<file path="src/rtl/simple_processor_pkg.sv">
// Shared types and helpers for the simple processor front end: opcode and
// function encodings, sequencer states, and the opcode-to-function mapping.
package simple_processor_pkg;

  localparam int INSTR_WIDTH    = 16;
  localparam int REG_ADDR_WIDTH = 3;
  localparam int IMM_WIDTH      = 6;
  localparam int OPCODE_WIDTH   = 4;

  typedef enum logic [OPCODE_WIDTH-1:0] {
    OP_ADD   = 4'd0,
    OP_ADDI  = 4'd1,
    OP_SUB   = 4'd2,
    OP_AND   = 4'd3,
    OP_OR    = 4'd4,
    OP_XOR   = 4'd5,
    OP_NOT   = 4'd6,
    OP_SLL   = 4'd7,
    OP_SLLI  = 4'd8,
    OP_SLR   = 4'd9,
    OP_SLRI  = 4'd10,
    OP_LOAD  = 4'd11,
    OP_STORE = 4'd12
  } opcode_t;

  typedef enum logic [3:0] {
    FUNC_ADD,
    FUNC_ADDI,
    FUNC_SUB,
    FUNC_AND,
    FUNC_OR,
    FUNC_XOR,
    FUNC_NOT,
    FUNC_SLL,
    FUNC_SLLI,
    FUNC_SLR,
    FUNC_SLRI,
    FUNC_LOAD,
    FUNC_STORE
  } func_t;

  typedef enum logic [1:0] {
    FETCH,
    EXEC,
    MEM,
    HALT
  } fd_state_t;

  function automatic func_t opcode_to_func(input logic [OPCODE_WIDTH-1:0] op);
    func_t f;
    // NOTE: a default ahead of the case keeps this combinational for every opcode.
    f = FUNC_ADD;
    case (op)
      OP_ADD:   f = FUNC_ADD;
      OP_ADDI:  f = FUNC_ADDI;
      OP_SUB:   f = FUNC_SUB;
      OP_AND:   f = FUNC_AND;
      OP_OR:    f = FUNC_OR;
      OP_XOR:   f = FUNC_XOR;
      OP_NOT:   f = FUNC_NOT;
      OP_SLL:   f = FUNC_SLL;
      OP_SLLI:  f = FUNC_SLLI;
      OP_SLR:   f = FUNC_SLR;
      OP_SLRI:  f = FUNC_SLRI;
      OP_LOAD:  f = FUNC_LOAD;
      OP_STORE: f = FUNC_STORE;
      default:  f = FUNC_ADD;
    endcase
    return f;
  endfunction

  function automatic logic is_illegal_opcode(input logic [OPCODE_WIDTH-1:0] op);
    return op > OP_STORE;
  endfunction

endpackage

</file>
<file path="src/rtl/fetch_decode_ctrl_if.sv">
// Bus bundle between the fetch/decode sequencer and its IMEM, DMEM and
// execution-unit neighbours. master = sequencer, slave = environment.
interface fetch_decode_ctrl_if #(
  parameter int IMEM_ADDR_WIDTH = 8,
  parameter int INSTR_WIDTH     = 16
);
  import simple_processor_pkg::*;

  logic                       imem_req_o;
  logic [IMEM_ADDR_WIDTH-1:0] imem_addr_o;
  logic [INSTR_WIDTH-1:0]     imem_rdata_i;
  logic                       imem_ack_i;
  logic                       dmem_ack_i;
  logic                       dmem_req_o;
  func_t                      func_o;
  logic [2:0]                 rs1_addr_o;
  logic [2:0]                 rs2_addr_o;
  logic [2:0]                 rd_addr_o;
  logic [5:0]                 imm_o;
  logic                       rd_we_o;
  logic [IMEM_ADDR_WIDTH-1:0] pc_o;
  logic                       halted_o;

  modport master (
    output imem_req_o, imem_addr_o, dmem_req_o, func_o, rs1_addr_o, rs2_addr_o,
           rd_addr_o, imm_o, rd_we_o, pc_o, halted_o,
    input  imem_rdata_i, imem_ack_i, dmem_ack_i
  );

  modport slave (
    input  imem_req_o, imem_addr_o, dmem_req_o, func_o, rs1_addr_o, rs2_addr_o,
           rd_addr_o, imm_o, rd_we_o, pc_o, halted_o,
    output imem_rdata_i, imem_ack_i, dmem_ack_i
  );

endinterface

</file>
<file path="src/rtl/fetch_decode_ctrl_instr_decoder.sv">
// Combinational instruction decoder: splits the instruction register into
// function, register indices and raw immediate, and classifies the opcode.
module instr_decoder
  import simple_processor_pkg::*;
(
  input  logic [INSTR_WIDTH-1:0]    instr,
  output func_t                     func,
  output logic [REG_ADDR_WIDTH-1:0] rd_addr,
  output logic [REG_ADDR_WIDTH-1:0] rs1_addr,
  output logic [REG_ADDR_WIDTH-1:0] rs2_addr,
  output logic [IMM_WIDTH-1:0]      imm,
  output logic                      illegal,
  output logic                      is_mem,
  output logic                      is_load
);

  logic [OPCODE_WIDTH-1:0] opcode;

  assign opcode   = instr[15:12];
  assign rd_addr  = instr[11:9];
  assign rs1_addr = instr[8:6];
  assign rs2_addr = instr[5:3];
  // The immediate overlaps rs2; sign extension is left to the execution unit.
  assign imm      = instr[5:0];

  assign func     = opcode_to_func(opcode);
  assign illegal  = is_illegal_opcode(opcode);
  assign is_load  = (opcode == OP_LOAD);
  assign is_mem   = (opcode == OP_LOAD) || (opcode == OP_STORE);

endmodule

</file>
<file path="src/rtl/fetch_decode_ctrl.sv">
// Fetch/decode sequencer: fetches over IMEM req/ack, holds the decoded
// instruction through EXEC/MEM, strobes the register write and advances the PC.
module fetch_decode_ctrl #(
  parameter int                         IMEM_ADDR_WIDTH = 8,
  parameter int                         INSTR_WIDTH     = 16,
  parameter logic [IMEM_ADDR_WIDTH-1:0] RESET_PC        = '0
) (
  input logic                  clk_i,
  input logic                  rst_i,
  fetch_decode_ctrl_if.master  bus
);
  import simple_processor_pkg::*;

  fd_state_t                  state;
  logic [IMEM_ADDR_WIDTH-1:0] pc;
  logic [INSTR_WIDTH-1:0]     ir;

  func_t      dec_func;
  logic [2:0] dec_rd;
  logic [2:0] dec_rs1;
  logic [2:0] dec_rs2;
  logic [5:0] dec_imm;
  logic       dec_illegal;
  logic       dec_is_mem;
  logic       dec_is_load;

  instr_decoder u_decoder (
    .instr    (ir[15:0]),
    .func     (dec_func),
    .rd_addr  (dec_rd),
    .rs1_addr (dec_rs1),
    .rs2_addr (dec_rs2),
    .imm      (dec_imm),
    .illegal  (dec_illegal),
    .is_mem   (dec_is_mem),
    .is_load  (dec_is_load)
  );

  // NOTE: state registers use non-blocking assignments so every flop samples pre-edge values.
  always_ff @(posedge clk_i) begin
    if (rst_i) begin
      state <= FETCH;
      pc    <= RESET_PC;
      ir    <= '0;
    end else begin
      case (state)
        FETCH: begin
          if (bus.imem_ack_i) begin
            ir    <= bus.imem_rdata_i;
            state <= EXEC;
          end
        end
        EXEC: begin
          if (dec_illegal) begin
            state <= HALT;
          end else if (dec_is_mem) begin
            state <= MEM;
          end else begin
            pc    <= pc + 1'b1;
            state <= FETCH;
          end
        end
        MEM: begin
          if (bus.dmem_ack_i) begin
            pc    <= pc + 1'b1;
            state <= FETCH;
          end
        end
        HALT:    state <= HALT;
        default: state <= FETCH;
      endcase
    end
  end

  // Strobes decode straight from state so a LOAD writes back in its dmem ack
  // cycle; reset masks them so an abandoned transaction never writes.
  assign bus.imem_req_o  = !rst_i && (state == FETCH);
  assign bus.dmem_req_o  = !rst_i && (state == MEM);
  assign bus.rd_we_o     = !rst_i &&
                           (((state == EXEC) && !dec_illegal && !dec_is_mem) ||
                            ((state == MEM) && dec_is_load && bus.dmem_ack_i));
  assign bus.halted_o    = (state == HALT);

  assign bus.imem_addr_o = pc;
  assign bus.pc_o        = pc;
  assign bus.func_o      = dec_func;
  assign bus.rd_addr_o   = dec_rd;
  assign bus.rs1_addr_o  = dec_rs1;
  assign bus.rs2_addr_o  = dec_rs2;
  assign bus.imm_o       = dec_imm;

endmodule
</file>
<file path="src/flat_wrapper.sv">
// flat-port wrapper written by rule: the top's interface ports become plain ports
module fetch_decode_ctrl_flat import simple_processor_pkg::*;
#(
  parameter int                         IMEM_ADDR_WIDTH = 8,
  parameter int                         INSTR_WIDTH     = 16,
  parameter logic [IMEM_ADDR_WIDTH-1:0] RESET_PC        = '0
)
  (clk_i, rst_i, bus_imem_req_o, bus_imem_addr_o, bus_dmem_req_o, bus_func_o, bus_rs1_addr_o, bus_rs2_addr_o, bus_rd_addr_o, bus_imm_o, bus_rd_we_o, bus_pc_o, bus_halted_o, bus_imem_rdata_i, bus_imem_ack_i, bus_dmem_ack_i);
  fetch_decode_ctrl_if #(.IMEM_ADDR_WIDTH(IMEM_ADDR_WIDTH), .INSTR_WIDTH(INSTR_WIDTH)) bus_i ();
  input logic clk_i;
  input logic rst_i;
  output wire logic [$bits(bus_i.imem_req_o)-1:0] bus_imem_req_o;
  output wire logic [$bits(bus_i.imem_addr_o)-1:0] bus_imem_addr_o;
  output wire logic [$bits(bus_i.dmem_req_o)-1:0] bus_dmem_req_o;
  output wire logic [$bits(bus_i.func_o)-1:0] bus_func_o;
  output wire logic [$bits(bus_i.rs1_addr_o)-1:0] bus_rs1_addr_o;
  output wire logic [$bits(bus_i.rs2_addr_o)-1:0] bus_rs2_addr_o;
  output wire logic [$bits(bus_i.rd_addr_o)-1:0] bus_rd_addr_o;
  output wire logic [$bits(bus_i.imm_o)-1:0] bus_imm_o;
  output wire logic [$bits(bus_i.rd_we_o)-1:0] bus_rd_we_o;
  output wire logic [$bits(bus_i.pc_o)-1:0] bus_pc_o;
  output wire logic [$bits(bus_i.halted_o)-1:0] bus_halted_o;
  input wire logic [$bits(bus_i.imem_rdata_i)-1:0] bus_imem_rdata_i;
  input wire logic [$bits(bus_i.imem_ack_i)-1:0] bus_imem_ack_i;
  input wire logic [$bits(bus_i.dmem_ack_i)-1:0] bus_dmem_ack_i;
  assign bus_imem_req_o = bus_i.imem_req_o;
  assign bus_imem_addr_o = bus_i.imem_addr_o;
  assign bus_dmem_req_o = bus_i.dmem_req_o;
  assign bus_func_o = bus_i.func_o;
  assign bus_rs1_addr_o = bus_i.rs1_addr_o;
  assign bus_rs2_addr_o = bus_i.rs2_addr_o;
  assign bus_rd_addr_o = bus_i.rd_addr_o;
  assign bus_imm_o = bus_i.imm_o;
  assign bus_rd_we_o = bus_i.rd_we_o;
  assign bus_pc_o = bus_i.pc_o;
  assign bus_halted_o = bus_i.halted_o;
  assign bus_i.imem_rdata_i = bus_imem_rdata_i;
  assign bus_i.imem_ack_i = bus_imem_ack_i;
  assign bus_i.dmem_ack_i = bus_dmem_ack_i;
  fetch_decode_ctrl #(.IMEM_ADDR_WIDTH(IMEM_ADDR_WIDTH), .INSTR_WIDTH(INSTR_WIDTH), .RESET_PC(RESET_PC)) u_core (.clk_i(clk_i), .rst_i(rst_i), .bus(bus_i));
endmodule
</file>
<file path="config.mk">
export PLATFORM = sky130hd
export DESIGN_NAME = fetch_decode_ctrl_flat
export DESIGN_NICKNAME = d
export VERILOG_FILES = /design/src/rtl/simple_processor_pkg.sv /design/src/rtl/fetch_decode_ctrl_if.sv /design/src/rtl/fetch_decode_ctrl_instr_decoder.sv /design/src/rtl/fetch_decode_ctrl.sv /design/src/flat_wrapper.sv
export SDC_FILE = /design/constraint.sdc
export NUM_CORES = 1
export LEC_CHECK = 0
export CELL_PAD_IN_SITES_DETAIL_PLACEMENT = 0
export CELL_PAD_IN_SITES_GLOBAL_PLACEMENT = 1
export CORE_AREA = 2 2 63 77
export CTS_BUF_LIST = sky130_fd_sc_hd__clkbuf_8
export DETAILED_ROUTE_END_ITERATION = 16
export DIE_AREA = 0 0 65 79
export HOLD_SLACK_MARGIN = 0.02
export PLACE_DENSITY_LB_ADDON = 0.12
export SYNTH_ARGS = -nofsm -noshare
export SYNTH_HDL_FRONTEND = slang
export SYNTH_SLANG_ARGS = --single-unit
</file>
<file path="constraint.sdc">
create_clock -name clk_i -period 3.65 [get_ports clk_i]
set_input_delay 0.73 -clock clk_i [delete_from_list [all_inputs] [get_ports clk_i]]
set_output_delay 0.73 -clock clk_i [all_outputs]
set_load 0.02 [all_outputs]
</file>
==> impl_metrics.ini, run 1 <==
[clocking]
cts_tree = done
cts_root_buf = clkbuf_8
clock_latency_ps = 280
h-tree-depth = 2
clk_pin_slew_worst_paths_ps = 60
hold_buffers = 0
post_cts_buffers = 0
cts_buffers = 5
clock_path_buffers = 2
cts_sinks = 30
cts_resized = 0

[synthesis]
synthArstFlopShare_pct = 0
synth_cell_types = 32
ys_seq_area_share_pct = 41.4
syn_avg_cell_area_um2 = 8.33
syn_inst = 174
synth_commonest_cells = nand2_1, dfxtp_1, a21oi_1
yosys_register_bits = 30
synth.most_common_cell = nand2_1
yosysTopAreaCellShare_pct = 41.4
synth_flop_cell = dfxtp_1
syn_area_um2 = 1450
ys_warn_count = 0
synth_edf_count = 0
synth_top_cells_by_area = dfxtp_1, buf_4, a21oi_1
synth_nets = 195
synth_top_area_cell = dfxtp_1

[pwr]
vdd_drop_max_mv = 0.190
p_leak_nw = 0.708
powerDensity_nw_per_um2 = 379
p_total_mw = 0.750

[sta]
clock_skew_ps = 3.99
relSlewSlack_pct = 52.1
fmax_mhz = 331
hold_slack_ps = 453
tns_ps = 0
slew_viol_final = 0
setup_viol = 0
fin_crit_sh_pct = 82.7
fin_crit_ps = 3020
rsz0062_at_grt = false
worstMarginPinSlew_ps = 718
hold_viol = 0

[route]
drt_wl_total_um = 3310
drt-pass1-iter-count = 4
vias = 1279
viasPerCell = 4.77
post_drt_wl_per_cell_um = 12.3
drt_iter0_markers = 79
drc = 0
postRouteAntennaNets = 0

[min_path]
hold_path_depth = 2
min_path_type = flip-flop to flip-flop

[cells_and_area]
fin_cells = 268
fin_util_pct = 44.6
antennaDiodeCount = 0
syn_to_final_growth_pct = 36.2
fin_nets = 230
layout-drive-gt1-share_pct = 8.10
fill_cells = 467

[grt]
grt_max_degree = 22
antenna_found_initial = 0
first_global_vias = 1216
grt.total_usage_pct = 13.8
grt-ovfl-total = 0
grt_pass1_wl_um = 5490

[worst_setup_path]
crit_path_frequent_cell = clkdlybuf4s50_1
crit_chain = clkdlybuf4s50_1 -> and3b_2 -> nand4_1 -> a21oi_1 -> clkdlybuf4s50_1
critical_path.endpoint_type = output port
cp_max_fo = 2
cpLargestDelayFamily = buffers and inverters
cp-start-kind = primary input
critPathBufInv = 2
worst_path_largest_cell_delay_ps = 620
cp.required_ps = 2920
path_depth = 5
path_class = primary input to output port
critPathArrivalTime_ps = 2290
slowest_stage = clkdlybuf4s50_1
worstRegToRegCells = 4

[placement]
post-place-cells = 260
io_buffer_count = 58
hpwl_um = 2390
globalplace.congestion = 0.774

[job]
max_cap_viol_count = 0

[die]
initial_core_util_pct = 32.8
die-area_um2 = 5140
core_area_um2 = 4430
row_count = 27
io_pins = 59
die_w_um = 65
die_height_um = 79

[run_status]
status = finished, final reports clean
==> where the power goes <==
group	switching, mW	internal (mW)
Combinational	0.0602	0.0624
Clock	0.121	0.149
Sequential	0.0137	0.343
==> cell usage in the layout (no fill, tap or decap), types with 2 or more instances in the layout <==
cell type | Yosys | final
inv_1 | 2 | 3
nor2b_1 | 2 | 2
dfxtp_1 | 30 | 30
o21ai_0 | 5 | 5
buf_4 | 24 | 2
or3_1 | 3 | 3
nand3_1 | 10 | 10
clkbuf_8 | 0 | 6
a21boi_0 | 2 | 2
nand2_1 | 34 | 34
nor3b_1 | 2 | 2
nand4_1 | 3 | 3
o31ai_1 | 2 | 2
nor2_1 | 5 | 5
clkdlybuf4s50_1 | 0 | 58
a21oi_1 | 26 | 26
or4_1 | 2 | 2
==> sequential cells by signal (all words and copies together), names as in the netlist <==
signal and flops:
u_core.u_decoder.func 4, u_core.ir 16, u_core.bus.imem_addr_o 8, u_core.state 2
==> per-layer routing <==
metal	GRT usage (%)	routed length, µm
met5	0	0
met4	6.38	82
met3	4.11	185
met2	24.4	1630
met1	14.9	1410
==> area by class of cell <==
class                   instances  area (µm²)  share of cell area, %
inverters                       2        7.51                  0.380
clock inverters                 2        8.76                  0.443
multi-input cells             110         608                   30.8
clock buffers                   6        82.6                   4.18
repair buffers                 60         596                   30.1
well taps                      58        72.6                   3.67
flip-flops and latches         30         601                   30.4
==> cell families after synthesis <==
logic type	share of synthesized area, %
AOI/OAI and AO/OA	14.7
xor gates and xnor gates	0.604
adders and majority gates	0.863
buffers and inverters	16.7
DFF	41.4
muxes	1.47
and+or+nand+nor	24.3
==> worst min-delay path, stage by stage (launching register included) <==
cell,delay (ps)
dfxtp_1,310
nand2_1,50
a21oi_1,50
==> final timing paths <==
| check | startpoint | to | slack [ps] |
|---|---|---|---|
| worst max-delay path | bus_dmem_ack_i | bus_rd_we_o | 630 |
| worst min-delay path | u_core.ir[7] | u_core.ir[7] | 450 |
| worst max register to register | u_core.state[0] | u_core.bus.imem_addr_o[5] | 1810 |
| worst min register to register | u_core.ir[7] | u_core.ir[7] | 450 |
==> metrics by stage <==
stage | worst slack [ps] | area (µm²)
floorplan | 1450 | 1450
finish | 630 | 1980
CTS | 627 | 1980
global placement | 672 | 1880
detailed placement | 641 | 1880
global route | 567 | 1980
No activity file was read; power rests on OpenSTA's default activity.
==> run 2: changes to the inputs <==
--- a/config.mk
+++ b/config.mk
@@ -7,10 +7,10 @@
 export LEC_CHECK = 0
 export CELL_PAD_IN_SITES_DETAIL_PLACEMENT = 0
 export CELL_PAD_IN_SITES_GLOBAL_PLACEMENT = 1
-export CORE_AREA = 2 2 63 77
+export CORE_AREA = 2 2 69 84
 export CTS_BUF_LIST = sky130_fd_sc_hd__clkbuf_8
 export DETAILED_ROUTE_END_ITERATION = 16
-export DIE_AREA = 0 0 65 79
+export DIE_AREA = 0 0 71 86
 export HOLD_SLACK_MARGIN = 0.02
 export PLACE_DENSITY_LB_ADDON = 0.12
 export SYNTH_ARGS = -nofsm -noshare
==> constraint.sdc (replaced) <==
create_clock -name clk_i -period 2.6 [get_ports clk_i]
set_input_delay 0.52 -clock clk_i [delete_from_list [all_inputs] [get_ports clk_i]]
set_output_delay 0.52 -clock clk_i [all_outputs]
set_load 0.02 [all_outputs]
==> run 2 against run 1 <==
Against the previous run:
- die area grew 19%
- worst hold slack gained 0.69 ps
- power grew 35%
- register-to-register slack lost 1100 ps
- core utilization shrank 7.0 points
- sequential share of layout area shrank 0.058 points
- first-iteration DRC count shrank 68%
- sequential power grew 40%
- worst setup slack lost 380 ps
- cell count grew 1.9%
- critical path type unchanged
- largest power group unchanged
==> impl_metrics.ini, run 2 (synthesis results as in run 1) <==
[cells_and_area]
layout-drive-gt1-share_pct = 8.06
largest_reg_flops = 16
syn_to_final_growth_pct = 36.5
mostFrequentLayoutCell = clkdlybuf4s50_1
fin_nets = 232
largest-register = u_core.ir
fin_util_pct = 37.6
antennaDiodeCount = 0
final_cell_mix = clkdlybuf4s50_1, nand2_1, dfxtp_1

[min_path]
min_path_type = flip-flop to flip-flop

[die]
row_count = 29
initial_core_util_pct = 27.6
io_pins = 59
die_w_um = 71
die-area_um2 = 6110
die_height_um = 86
core_area_um2 = 5260

[pwr]
powerDensity_nw_per_um2 = 510
p_leak_nw = 0.717
vdd_drop_max_mv = 0.240
p_total_mw = 1.01

[worst_setup_path]
cpLargestDelayFamily = buffers and inverters
critPathArrivalTime_ps = 1830
path_class = primary input to output port
crit_path_frequent_cell = clkdlybuf4s50_1
slowest_stage = clkdlybuf4s50_1
critPathBufInv = 2
cp.required_ps = 2080
critical_path.endpoint_type = output port
cp_max_fo = 5
crit_chain = clkdlybuf4s50_1 -> nor3b_1 -> clkdlybuf4s50_1
cp-start-kind = primary input
worst_path_largest_cell_delay_ps = 630

[grt]
first_global_vias = 1246
antenna_found_initial = 0
grt.total_usage_pct = 11.5
grt_max_degree = 22
grt_pass1_wl_um = 5580
grt-ovfl-total = 0

[route]
drt-pass1-iter-count = 4
met1_length_um = 1390
drc = 0
viasPerCell = 4.62
post_drt_wl_per_cell_um = 12.3
wl_met3_um = 166
wl_met2_um = 1750
drt_wl_total_um = 3360
top_layer_used = met4
drt_iter0_markers = 25
postRouteAntennaNets = 0
vias = 1260

[sta]
fin_crit_sh_pct = 90.3
setup_viol = 0
relSlewSlack_pct = 62.1
setup_ws_ps = 252
hold_viol = 0
fmax_mhz = 426
worstMarginPinSlew_ps = 567
clock_skew_ps = 3.21
slew_viol_final = 0
rsz0062_at_grt = false
fin_crit_ps = 2350

[placement]
hpwl_um = 2510
globalplace.congestion = 0.729
io_buffer_count = 58
pre_cts_slack_ps = -4.10

[clocking]
post_cts_buffers = 0
hold_buffers = 0
cts_buffers = 5
cts_sinks = 30
h-tree-depth = 2
clock_path_buffers = 2
clk_pin_slew_worst_paths_ps = 60
cts_tree = done
cts_root_buf = clkbuf_8
clock_latency_ps = 270

[job]
max_cap_viol_count = 0

[run_status]
status = finished, final reports clean
run 2: cell count changes in the layout (fill, tap and decap cells not counted):
cell             change
buf_4                +2
clkdlybuf4s50_1      -1
dlygate4sd2_1        +1
clkbuf_8             -1
inv_1                +1
clkinv_2             -1
run 2: repair_timing:
item / in CTS / in global routing
gates resized for setup: 1 / 0
endpoints found under the hold margin: 0 / 0
endpoints found under the setup margin: 1 / 0
run 2: routing by layer:
metal	up-vias	track usage, %
met4	0	4.63
met2	37	20.6
met5	-	0
met1	578	12.5
li1	639	-
met3	6	3.76
run 2: worst paths after layout:
path	start	end	slack (ps)	cells past startpoint
worst max-delay path	rst_i	bus_dmem_req_o	250	3
worst min-delay path	u_core.ir[2]	u_core.ir[2]	450	2
worst max register to register	u_core.state[0]	u_core.bus.imem_addr_o[5]	670	5
worst min register to register	u_core.ir[2]	u_core.ir[2]	450	2
run 2: tightest hold or removal path, stage by stage (launching register included):
cell	delay, ps
dfxtp_1	310
nand2_1	50
a21oi_1	50
run 2: cell type report:
class | instances | area (µm²)
Fill cell | 532 | 3280
Timing Repair Buffer | 62 | 609
Multi-Input combinational cell | 110 | 608
Sequential cell | 30 | 601
Tap cell | 62 | 77.6
Clock buffer | 5 | 68.8
Clock inverter | 2 | 7.51
Inverter | 2 | 7.51
run 2: metrics by stage:
stage	hold slack [ps]	TNS, ps	cells	cell area, µm²
after global placement	445	0	266	1900
final	454	0	273	1980
after global routing	486	0	273	1980
after CTS	459	0	273	1980
after floorplan	437	0	174	1450
after detailed placement	453	-4.10	266	1900
run 2: power by group:
part           internal (mW)  switching [mW]  total (mW)  leakage (nW)
Sequential             0.482          0.0187       0.500         0.245
Combinational         0.0884          0.0857       0.174         0.425
Clock                  0.176           0.159       0.335        0.0466
Total                  0.746           0.263        1.01         0.717
==> run 3: changes to the inputs <==
--- a/config.mk
+++ b/config.mk
@@ -11,8 +11,10 @@
 export CTS_BUF_LIST = sky130_fd_sc_hd__clkbuf_8
 export DETAILED_ROUTE_END_ITERATION = 16
 export DIE_AREA = 0 0 71 86
+export GPL_ROUTABILITY_DRIVEN = 0
 export HOLD_SLACK_MARGIN = 0.02
 export PLACE_DENSITY_LB_ADDON = 0.12
+export REMOVE_ABC_BUFFERS = 1
 export SYNTH_ARGS = -nofsm -noshare
 export SYNTH_HDL_FRONTEND = slang
 export SYNTH_SLANG_ARGS = --single-unit
==> run 3 against run 2 <==
Against the previous run:
- worst setup slack got worse by 18 ps
- worst hold slack gained 3.2 ps
- count of clock-buffer cells in the layout is 3 higher
- register-to-register slack got worse by 20 ps
- fmax fell by 0.77%
- core utilization rose by 0.71 points
- global-route usage increased by 0.44 points
- sequential share of layout area down 0.56 points
- critical path depth did not move
- critical path type unchanged
==> impl_metrics.ini, run 3 (synthesis results as in run 1) <==
[die]
die-area_um2 = 6110
die_height_um = 86
initial_core_util_pct = 27.6
io_pins = 59
core_area_um2 = 5260
row_count = 29
die_w_um = 71

[route]
drt-pass1-iter-count = 4
vias = 1302
post_drt_wl_per_cell_um = 12.4
viasPerCell = 4.75
drt_iter0_markers = 46
postRouteAntennaNets = 0
drt_wl_total_um = 3400
drc = 0

[clocking]
clock_path_buffers = 2
cts_sinks = 30
clk_pin_slew_worst_paths_ps = 60
cts_root_buf = clkbuf_8
clock_latency_ps = 280
h-tree-depth = 2
cts_buffers = 5
cts_tree = done
post_cts_buffers = 0

[pwr]
p_seq_share_pct = 45.1
swShare_pct = 24.5
vdd_drop_max_mv = 0.277
pwr-share-comb_pct = 15.7
powerDensity_nw_per_um2 = 550
p_clk_share_pct = 39.1
switching_power_mw = 0.272
p_int_mw = 0.837
p_leak_nw = 0.740

[grt]
grt_pass1_wl_um = 5690
grt.total_usage_pct = 12.0
grt_max_degree = 22
antenna_found_initial = 0
first_global_vias = 1249
grt-ovfl-total = 0

[cells_and_area]
stdcell_area_um2 = 2020
fin_nets = 232
largest_reg_flops = 16
syn_to_final_growth_pct = 39.1
largest-register = u_core.ir
final_cell_mix = clkdlybuf4s50_1, nand2_1, dfxtp_1
antennaDiodeCount = 0
layout-drive-gt1-share_pct = 9.43
fin_util_pct = 38.3
mostFrequentLayoutCell = clkdlybuf4s50_1

[sta]
rsz0062_at_grt = false
clock_skew_ps = 4.38
fin_crit_sh_pct = 91.0
fin_crit_ps = 2370
tns_ps = 0
setup_viol = 0
fmax_mhz = 423
hold_viol = 0
worstMarginPinSlew_ps = 598
slew_viol_final = 0
relSlewSlack_pct = 60.0

[placement]
place_area_um2 = 1900
hpwl_um = 2480
io_buffer_count = 58

[worst_setup_path]
cp_max_fo = 5
crit_path_frequent_cell = clkdlybuf4s50_1
cpLargestDelayFamily = buffers and inverters
critical_path.endpoint_type = output port
cp.required_ps = 2080
slowest_stage = clkdlybuf4s50_1
cp-start-kind = primary input
crit_chain = clkdlybuf4s50_1 -> nor3b_1 -> clkdlybuf4s50_1
path_class = primary input to output port
critPathBufInv = 2
critPathArrivalTime_ps = 1850
worst_path_largest_cell_delay_ps = 630

[min_path]
min_path_type = flip-flop to flip-flop

[job]
max_cap_viol_count = 0

[run_status]
status = finished, final reports clean
## run 3: cell types whose count changed in the layout (fill, tap and decap cells not counted), sizes merged
cell	before	now
clkbuf	5	8
dlygate4sd2	1	0
dlymetal6s2s	0	1
inv	4	2
## run 3: worst paths after layout
kind | start | end | slack [ps] | cells past startpoint
worst max-delay path | rst_i | bus_dmem_req_o | 230 | 3
worst min-delay path | u_core.ir[0] | u_core.ir[0] | 460 | 2
worst max register to register | u_core.state[0] | u_core.bus.imem_addr_o[5] | 650 | 5
worst min register to register | u_core.ir[0] | u_core.ir[0] | 460 | 2
## run 3: through the flow
stage | total power [mW] | instances | hold WS [ps] | setup WS [ps]
floorplan | 0.584 | 142 | 472 | 893
global route | 1.17 | 274 | 481 | 100
global placement | 0.686 | 266 | 445 | 42.5
detailed placement | 0.688 | 266 | 452 | 30.9
finish | 1.11 | 274 | 457 | 233
CTS | 1.13 | 274 | 463 | 29.1
## run 3: final cells by class
cell class                      instances  area [µm²]
Clock buffer                            8         110
Fill cell                             523        3240
Inverter                                2        7.51
Multi-Input combinational cell        110         608
Sequential cell                        30         601
Tap cell                               62        77.6
Timing Repair Buffer                   62         613
## run 3: routing by layer
layer / global-route usage, % / wire (µm) / up-vias
li1: - / - / 640
met1: 13.2 / 1450 / 614
met2: 20.7 / 1690 / 42
met3: 4.23 / 191 / 6
met4: 5.15 / 68 / 0
met5: 0 / 0 / -
## run 3: power by group through the flow
stage / Combinational, mW / Clock [mW] / Sequential [mW]
floorplan: 0.0500 / 0 / 0.534
global route: 0.189 / 0.479 / 0.505
CTS: 0.178 / 0.456 / 0.501
detailed placement: 0.177 / 0 / 0.511
finish: 0.175 / 0.434 / 0.501
global placement: 0.175 / 0 / 0.510
## run 3: worst register-to-register path: stages (launching register included)
cell,delay (ps)
dfxtp_1,530
and3b_2,270
buf_4,130
a31oi_2,490
nor3b_1,140
mux2_2,290
## run 3: what timing repair did
| action | in CTS | in global routing |
|---|---|---|
| gates resized for setup | 0 | 1 |
| setup endpoints to repair | 0 | 1 |
| hold buffers | 0 | 0 |
